$ cat config.mk
export PLATFORM = sky130hd
export DESIGN_NAME = riscv_muldiv_unit_flat
export DESIGN_NICKNAME = d
export VERILOG_FILES = /design/src/rtl/riscv_muldiv_unit_pkg.sv /design/src/rtl/riscv_muldiv_unit_if.sv /design/src/rtl/riscv_muldiv_unit_div_iter_core.sv /design/src/rtl/riscv_muldiv_unit.sv /design/src/flat_wrapper.sv
export SDC_FILE = /design/constraint.sdc
export NUM_CORES = 2
export LEC_CHECK = 0
export ABC_CLOCK_PERIOD_IN_PS = 15400
export CORE_MARGIN = 8
export CORE_UTILIZATION = 45
export CTS_CLUSTER_DIAMETER = 120
export DETAILED_ROUTE_END_ITERATION = 12
export PLACE_DENSITY = 0.72
export SYNTH_ARGS = -nofsm -noshare
export SYNTH_HDL_FRONTEND = slang
export SYNTH_SLANG_ARGS = --single-unit
$ cat constraint.sdc
create_clock -name iCLK -period 15.4 [get_ports iCLK]
set_input_delay 3.85 -clock iCLK [delete_from_list [all_inputs] [get_ports iCLK]]
set_output_delay 3.85 -clock iCLK [all_outputs]
set_load 0.005 [all_outputs]
$ cat src/rtl/riscv_muldiv_unit_pkg.sv
// riscv_muldiv_pkg: funct3 encodings, FSM states and op classification for the M-extension unit.
package riscv_muldiv_pkg;
    localparam logic [2:0] OP_MUL    = 3'd0;
    localparam logic [2:0] OP_MULH   = 3'd1;
    localparam logic [2:0] OP_MULHSU = 3'd2;
    localparam logic [2:0] OP_MULHU  = 3'd3;
    localparam logic [2:0] OP_DIV    = 3'd4;
    localparam logic [2:0] OP_DIVU   = 3'd5;
    localparam logic [2:0] OP_REM    = 3'd6;
    localparam logic [2:0] OP_REMU   = 3'd7;

    typedef enum logic [2:0] {IDLE, MUL, DIV_SETUP, DIV_ITER, DIV_FIX, DONE} state_t;

    function automatic logic is_div(input logic [2:0] op);
        return op[2];
    endfunction

    function automatic logic is_signed(input logic [2:0] op);
        return op == OP_DIV || op == OP_REM;
    endfunction
endpackage

$ cat src/rtl/riscv_muldiv_unit_if.sv
// riscv_muldiv_unit_if: request/response bundle between the EX stage and the mul/div unit.
interface riscv_muldiv_unit_if #(parameter int XLEN = 32);
    logic            iStart;
    logic [2:0]      iOp;
    logic [XLEN-1:0] iA;
    logic [XLEN-1:0] iB;
    logic            iFlush;
    logic            oBusy;
    logic            oValid;
    logic [XLEN-1:0] oResult;
    logic            oDivByZero;

    modport master (output iStart, iOp, iA, iB, iFlush, input oBusy, oValid, oResult, oDivByZero);
    modport slave  (input iStart, iOp, iA, iB, iFlush, output oBusy, oValid, oResult, oDivByZero);
endinterface

$ cat src/rtl/riscv_muldiv_unit_div_iter_core.sv
// div_iter_core: restoring divider on unsigned magnitudes; each iStep retires one (or two) quotient bits.
module div_iter_core #(
    parameter int XLEN   = 32,
    parameter bit RADIX4 = 1'b0
) (
    input  logic            iCLK,
    input  logic            iRST,
    input  logic            iLoad,
    input  logic            iStep,
    input  logic [XLEN-1:0] iDividend,
    input  logic [XLEN-1:0] iDivisor,
    output logic [XLEN-1:0] oQuot,
    output logic [XLEN-1:0] oRem
);
    logic [2*XLEN-1:0] remQuot, stepOnce, stepTwice;
    logic [XLEN-1:0]   divisor;

    // {rem, quot} shift left; keep the trial subtraction only if it did not borrow
    function automatic logic [2*XLEN-1:0] divStep(input logic [2*XLEN-1:0] rq, input logic [XLEN-1:0] d);
        logic [XLEN:0] sh, diff;
        sh   = rq[2*XLEN-1:XLEN-1];
        diff = sh - {1'b0, d};
        return diff[XLEN] ? {sh[XLEN-1:0], rq[XLEN-2:0], 1'b0} : {diff[XLEN-1:0], rq[XLEN-2:0], 1'b1};
    endfunction

    assign stepOnce  = divStep(remQuot, divisor);
    assign stepTwice = divStep(stepOnce, divisor);
    assign oQuot     = remQuot[XLEN-1:0];
    assign oRem      = remQuot[2*XLEN-1:XLEN];

    always_ff @(posedge iCLK or posedge iRST) begin
        if (iRST) begin
            remQuot <= '0;
            divisor <= '0;
        end else if (iLoad) begin
            remQuot <= {{XLEN{1'b0}}, iDividend};
            divisor <= iDivisor;
        end else if (iStep) begin
            remQuot <= RADIX4 ? stepTwice : stepOnce;
        end
    end
endmodule

$ cat src/rtl/riscv_muldiv_unit.sv
// riscv_muldiv_unit: multi-cycle RV32M/RV64M multiply/divide unit beside the EX-stage ALU.
// Multiplies through a fixed-latency product pipe; divides iteratively with early-outs for /0 and MIN/-1.
module riscv_muldiv_unit
    import riscv_muldiv_pkg::*;
#(
    parameter int XLEN        = 32,
    parameter int MUL_LATENCY = 2,
    parameter bit DIV_RADIX4  = 1'b0
) (
    input logic               iCLK,
    input logic               iRST,
    riscv_muldiv_unit_if.slave bus
);
    localparam int ITERS = DIV_RADIX4 ? XLEN / 2 : XLEN;
    localparam int CW    = $clog2(XLEN + 1);
    localparam logic [CW-1:0]   MUL_LAST  = CW'(MUL_LATENCY - 1);
    localparam logic [CW-1:0]   ITER_LAST = CW'(ITERS - 1);
    localparam logic [XLEN-1:0] MIN_INT   = {1'b1, {(XLEN-1){1'b0}}};

    state_t                   state, nextState;
    logic [CW-1:0]            cnt;
    logic [2:0]               op;
    logic [XLEN-1:0]          opA, opB, result, nextResult, quot, rem, quotFix, remFix;
    logic                     divByZero, accept, overflow, early;
    logic signed [XLEN:0]     aExt, bExt;
    logic signed [2*XLEN-1:0] product;
    logic [2*XLEN-1:0]        mulPipe [MUL_LATENCY];

    assign accept   = bus.iStart && !bus.iFlush && (state == IDLE || state == DONE);
    // (XLEN+1)-bit signed operands cover all three sign modes with one multiplier
    assign aExt     = {bus.iA[XLEN-1] & (bus.iOp == OP_MULH || bus.iOp == OP_MULHSU), bus.iA};
    assign bExt     = {bus.iB[XLEN-1] & (bus.iOp == OP_MULH), bus.iB};
    assign product  = (2*XLEN)'(aExt) * (2*XLEN)'(bExt);
    assign overflow = is_signed(op) && opA == MIN_INT && opB == '1;
    assign early    = opB == '0 || overflow;
    assign quotFix  = is_signed(op) && (opA[XLEN-1] ^ opB[XLEN-1]) ? -quot : quot;
    assign remFix   = is_signed(op) && opA[XLEN-1] ? -rem : rem;

    div_iter_core #(.XLEN(XLEN), .RADIX4(DIV_RADIX4)) uDiv (
        .iCLK,
        .iRST,
        .iLoad     (state == DIV_SETUP),
        .iStep     (state == DIV_ITER),
        .iDividend (is_signed(op) && opA[XLEN-1] ? -opA : opA),
        .iDivisor  (is_signed(op) && opB[XLEN-1] ? -opB : opB),
        .oQuot     (quot),
        .oRem      (rem)
    );

    always_comb begin
        nextState = state;
        case (state)
            IDLE, DONE: nextState = bus.iStart ? (is_div(bus.iOp) ? DIV_SETUP : MUL) : IDLE;
            MUL:        nextState = cnt == MUL_LAST ? DONE : MUL;
            DIV_SETUP:  nextState = early ? DONE : DIV_ITER;
            DIV_ITER:   nextState = cnt == ITER_LAST ? DIV_FIX : DIV_ITER;
            DIV_FIX:    nextState = DONE;
            default:    nextState = IDLE;
        endcase
        if (bus.iFlush) nextState = IDLE;
        nextResult = state == MUL ? (op == OP_MUL ? mulPipe[MUL_LATENCY-1][XLEN-1:0]
                                                  : mulPipe[MUL_LATENCY-1][2*XLEN-1:XLEN])
                   : state == DIV_FIX ? (op[1] ? remFix : quotFix)
                   : opB == '0 ? (op[1] ? opA : '1)
                   : (op[1] ? '0 : opA);
    end

    always_ff @(posedge iCLK or posedge iRST) begin
        if (iRST) begin
            state     <= IDLE;
            cnt       <= '0;
            op        <= '0;
            opA       <= '0;
            opB       <= '0;
            result    <= '0;
            divByZero <= 1'b0;
            for (int i = 0; i < MUL_LATENCY; i++) mulPipe[i] <= '0;
        end else begin
            state <= nextState;
            cnt   <= (state == MUL || state == DIV_ITER) && nextState == state ? cnt + CW'(1) : '0;
            if (accept) begin
                op  <= bus.iOp;
                opA <= bus.iA;
                opB <= bus.iB;
            end
            if (nextState == DONE && state != DONE) begin
                result    <= nextResult;
                divByZero <= state == DIV_SETUP && opB == '0;
            end
            mulPipe[0] <= accept ? product : mulPipe[0];
            for (int i = 1; i < MUL_LATENCY; i++) mulPipe[i] <= mulPipe[i-1];
        end
    end

    assign bus.oBusy      = state != IDLE && state != DONE;
    assign bus.oValid     = state == DONE;
    assign bus.oResult    = result;
    assign bus.oDivByZero = divByZero;
endmodule

$ cat src/flat_wrapper.sv
// flat-port wrapper written by rule: the top's interface ports become plain ports
module riscv_muldiv_unit_flat import riscv_muldiv_pkg::*;
#(
    parameter int XLEN        = 32,
    parameter int MUL_LATENCY = 2,
    parameter bit DIV_RADIX4  = 1'b0
)
  (iCLK, iRST, bus_iStart, bus_iOp, bus_iA, bus_iB, bus_iFlush, bus_oBusy, bus_oValid, bus_oResult, bus_oDivByZero);
  riscv_muldiv_unit_if #(.XLEN(XLEN)) bus_i ();
  input logic iCLK;
  input logic iRST;
  input wire logic [$bits(bus_i.iStart)-1:0] bus_iStart;
  input wire logic [$bits(bus_i.iOp)-1:0] bus_iOp;
  input wire logic [$bits(bus_i.iA)-1:0] bus_iA;
  input wire logic [$bits(bus_i.iB)-1:0] bus_iB;
  input wire logic [$bits(bus_i.iFlush)-1:0] bus_iFlush;
  output wire logic [$bits(bus_i.oBusy)-1:0] bus_oBusy;
  output wire logic [$bits(bus_i.oValid)-1:0] bus_oValid;
  output wire logic [$bits(bus_i.oResult)-1:0] bus_oResult;
  output wire logic [$bits(bus_i.oDivByZero)-1:0] bus_oDivByZero;
  assign bus_i.iStart = bus_iStart;
  assign bus_i.iOp = bus_iOp;
  assign bus_i.iA = bus_iA;
  assign bus_i.iB = bus_iB;
  assign bus_i.iFlush = bus_iFlush;
  assign bus_oBusy = bus_i.oBusy;
  assign bus_oValid = bus_i.oValid;
  assign bus_oResult = bus_i.oResult;
  assign bus_oDivByZero = bus_i.oDivByZero;
  riscv_muldiv_unit #(.XLEN(XLEN), .MUL_LATENCY(MUL_LATENCY), .DIV_RADIX4(DIV_RADIX4)) u_core (.iCLK(iCLK), .iRST(iRST), .bus(bus_i));
endmodule
==> out/results.md <==
| Step | Parameter | Reported |
|---|---|---|
| run status | Status | complete, no violations |
| finish | Fill cell count | 11457 |
| logic synthesis | Synthesized netlist net count | 7825 |
| timing | Highest attainable clock frequency | 0.07717 GHz |
| floorplan | Die area | 0.1363 sq mm |
| finish | Area growth syn-to-layout | 6.371% |
| logic synthesis | Xor/xnor cell area share of the yosys netlist | 3.355% |
| logic synthesis | Predominant post-synthesis flop cell | sky130_fd_sc_hd__dfrtp_1 |
| routing | Final routed DRC violation total | 0 |
| critical path | Reg-to-reg setup timing slack | 11110 ps |
| routing | Violation count after the first detailed-routing iteration | 3554 |
| clock network | Number of buffers inserted during clock tree synthesis | 38 |
| critical path | Data arrival at the endpoint of the critical path | 13460 ps |
| clock network | Gates resized, CTS repair | 0 |
| logic synthesis | Number of distinct standard cells referenced by the synthesized netlist | 87 |
| routing | Detailed-route wire length | 160300 um |
| logic synthesis | Biggest area consumer among synthesized cells | sky130_fd_sc_hd__fa_1 |
| clock network | Clk pin slew, worst setup/hold paths | 60 ps |
| logic synthesis | Proportion of synthesized chip area in sequential cells | 14.85% |
| clock network | H-Tree Depth | 2 |
| routing | Final antenna-violating net count | 0 |
| global routing | Initial antenna violation count | 3 |
| routing | Drt first pass iters | 8 |
| logic synthesis | Area fraction in compound gates after synthesis | 7.795% |
| logic synthesis | Per-instance average area after synthesis | 8.802 sq um |
| clock network | Clock latency on the worst-skew pair | 590 ps |
| timing | Final Cycle Share | 84.15% |
| timing | Transition time of the tightest slew-check pin | 1142 ps |
| min path | Worst min-delay path category | flop to flop |
| routing | Routed length per instance | 20.32 um |
| floorplan | Chip width | 369.2 um |
| logic synthesis | Commonest cells in the netlist | sky130_fd_sc_hd__nand2_1 (1296), sky130_fd_sc_hd__inv_1 (1232), sky130_fd_sc_hd__fa_1 (1126) |
| logic synthesis | Number of warnings issued by yosys | 0 |
| logic synthesis | Flip-flop and latch count after synthesis | 333 |
| critical path | Required time at the worst-slack endpoint | 15900 ps |
| min path | Critical hold path startpoint | u_core.mulPipe[107] |
| routing | Vias per std cell | 5.457 |
| critical path | Critical path capture point type | flop |
| timing | Hold violation count in the final report | 0 |
| clock network | # clock sinks | 333 |
| logic synthesis | Netlist area before placement | 0.05613 sq mm |
| placement | Number of buffer cells added on primary ports | 105 |
| logic synthesis | Post-synthesis mux area share | 0.6308% |
| floorplan | Placement row count | 129 |
| floorplan | Effective utilization at floorplan | 45.34% |
| critical path | Critical-path cell with the highest stage delay | sky130_fd_sc_hd__fa_1 |
| critical path | Startpoint types | input pin |
| logic synthesis | Top cells by area, synth | sky130_fd_sc_hd__fa_1 (40%), sky130_fd_sc_hd__dfrtp_1 (15%), sky130_fd_sc_hd__nand2_1 (8.7%) |
| logic synthesis | Top-area cell type share of the netlist area | 40.16% |
| placement | Placed wire-length estimate | 122200 um |
| critical path | Delay of the slowest cell on the worst path | 830 ps |
| finish | Fraction of final layout cells sized beyond drive strength 1 | 3.150% |
| job | Max-cap check violation count | 0 |
| global routing | Global route overflow | 0 |
| clock network | Largest buffer count on any clock path | 3 |
| routing | Total number of vias | 43065 |
| critical path | Worst r2r src | u_core.uDiv.remQuot[31] |
| critical path | Origin of the worst setup path | bus_iOp[0] |
| global routing | Maximum number of pins on one net before global-route repair | 96 |
| global routing | Wire length of the first global-routing pass | 254100 um |
| timing | Min Clock Period, post-route | 12960 ps |
| logic synthesis | Main combinational cell family by area after synthesis | adder cells |
| timing | Accumulated negative setup slack | 0 ps |
| timing | RSZ-0062 raised after global routing | false |
| floorplan | Y dimension of the die | 369.2 um |
| logic synthesis | Share of flip-flops with an asynchronous set or reset | 100.0% |
| timing | Final setup vio count | 0 |
| logic synthesis | Number of enable flip-flop cells after synthesis | 0 |
| critical path | Crit Path Max Fanout | 31 |
| clock network | Clock root buffer | sky130_fd_sc_hd__clkbuf_16 |
| timing | Clock skew | 30.52 ps |
| logic synthesis | Gate count of the mapped netlist | 6377 |
| clock network | TritonCTS clock tree | yes |
| placement | Placer congestion estimate | 0.9097 |
| timing | Final Max Tran Viols | 0 |
| logic synthesis | Simple-gate share of the synthesized area | 16.59% |
| clock network | Post-CTS setup buffer count | 0 |
| logic synthesis | Most frequent cell after synthesis | sky130_fd_sc_hd__nand2_1 |
| global routing | Vias in the first global route | 44947 |
| logic synthesis | Post-synthesis adder-cell area fraction | 45.81% |
| timing | Worst max-slew margin expressed relative to the limit | 23.88% |
| critical path | Path type of the worst setup path | input pin to flop |
| global routing | Global routing usage summed across all routing layers | 23.42% |
| clock network | Post-cts hold buffer count | 0 |
| floorplan | Number of ports placed on the die boundary | 106 |
| floorplan | Area inside the core boundary | 0.1238 sq mm |
| finish | Final net count | 7673 |
| critical path | Most common cell on crit path | sky130_fd_sc_hd__fa_1 |
## kinds of logic after synthesis
group,Yosys count
adder cells (fa/ha/maj),1380
flip-flops,333
XOR/XNOR,215
AND/OR/NAND/NOR,2080
buffers and inverters,1619
multiplexers,35
AO/OA/AOI/OAI,715
## cell type report
cell class / instances / area, sq um / area share, %
diodes: 1 / 2.502 / 0.004191
clock buffers: 51 / 1050 / 1.758
clock inverters: 17 / 216.5 / 0.3625
inverters: 1232 / 4632 / 7.758
multi-input cells: 4425 / 41720 / 69.87
flip-flops and latches: 333 / 8334 / 13.96
well taps: 1637 / 2048 / 3.430
repair buffers: 195 / 1707 / 2.858
## through the flow
step / cell area [sq um] / worst slack [ps] / hold slack [ps] / std cells / utilization (%)
final: 59710 / 2441 / 373.6 / 7891 / 48.23
after global routing: 59700 / 1925 / 379.1 / 7890 / 48.23
after CTS: 59700 / 2506 / 372.8 / 7890 / 48.23
after detailed placement: 58440 / 1967 / 359.0 / 7822 / 47.20
after global placement: 58440 / 2038 / 357.4 / 7822 / 47.20
after floorplan: 56130 / 2325 / 350.1 / 6377 / -
## placed cells by master (no fill, tap or decap), drive strengths merged, types with 14 or more instances in the layout
master,n
a211oi,41
a21o,40
a21oi,172
a22oi,24
a31oi,17
and2,306
and3,17
buf,94
clkbuf,51
clkdlybuf4s50,101
dfrtp,333
fa,1126
ha,251
inv,1233
mux2i,32
nand2,1297
nand2b,14
nand3,55
nand4,33
nor2,205
nor3,55
nor4,18
o211ai,14
o21ai,271
o31ai,33
or3,18
or4,17
xnor2,136
xor2,79
## routing by layer
layer / part of all wire [%] / wire [um] / GRT usage [%]
met1: 41 / 66160 / 32.23
met3: 9.2 / 14800 / 4.332
met4: 4.0 / 6434 / 7.948
met2: 45 / 72920 / 37.40
met5: 0.017 / 27 / 0
## state kept, by name, indices dropped and copies added, names as in the netlist
register / flops
u_core.op: 3
u_core.opA: 32
u_core.opB: 32
u_core.bus.oDivByZero: 1
u_core.bus.oResult: 32
u_core.mulPipe: 128
u_core.uDiv.divisor: 32
u_core.uDiv.remQuot: 64
u_core.state: 3
u_core.cnt: 6
## final timing paths
check | endpoint | cells after the start
min in group asynchronous | u_core.uDiv.remQuot[54] | 2
setup reg to reg | u_core.uDiv.remQuot[32] | 14
max in group asynchronous | u_core.mulPipe[33] | 4
hold reg to reg | u_core.mulPipe[43] | 0
hold / removal | u_core.mulPipe[43] | 0
setup / recovery | u_core.mulPipe[125] | 30
## worst max-delay path: cells and delay by family
kind,cells,cell delay [ps]
AOI/OAI and AO/OA,7,1370
xor gates and xnor gates,1,450
adders and majority gates,9,5060
buffers and inverters,9,1880
and+or+nand+nor,4,840
Power is left out: the tool's default activity adds up to more than one toggle a clock period on the data nets, which glitch-free logic cannot reach.
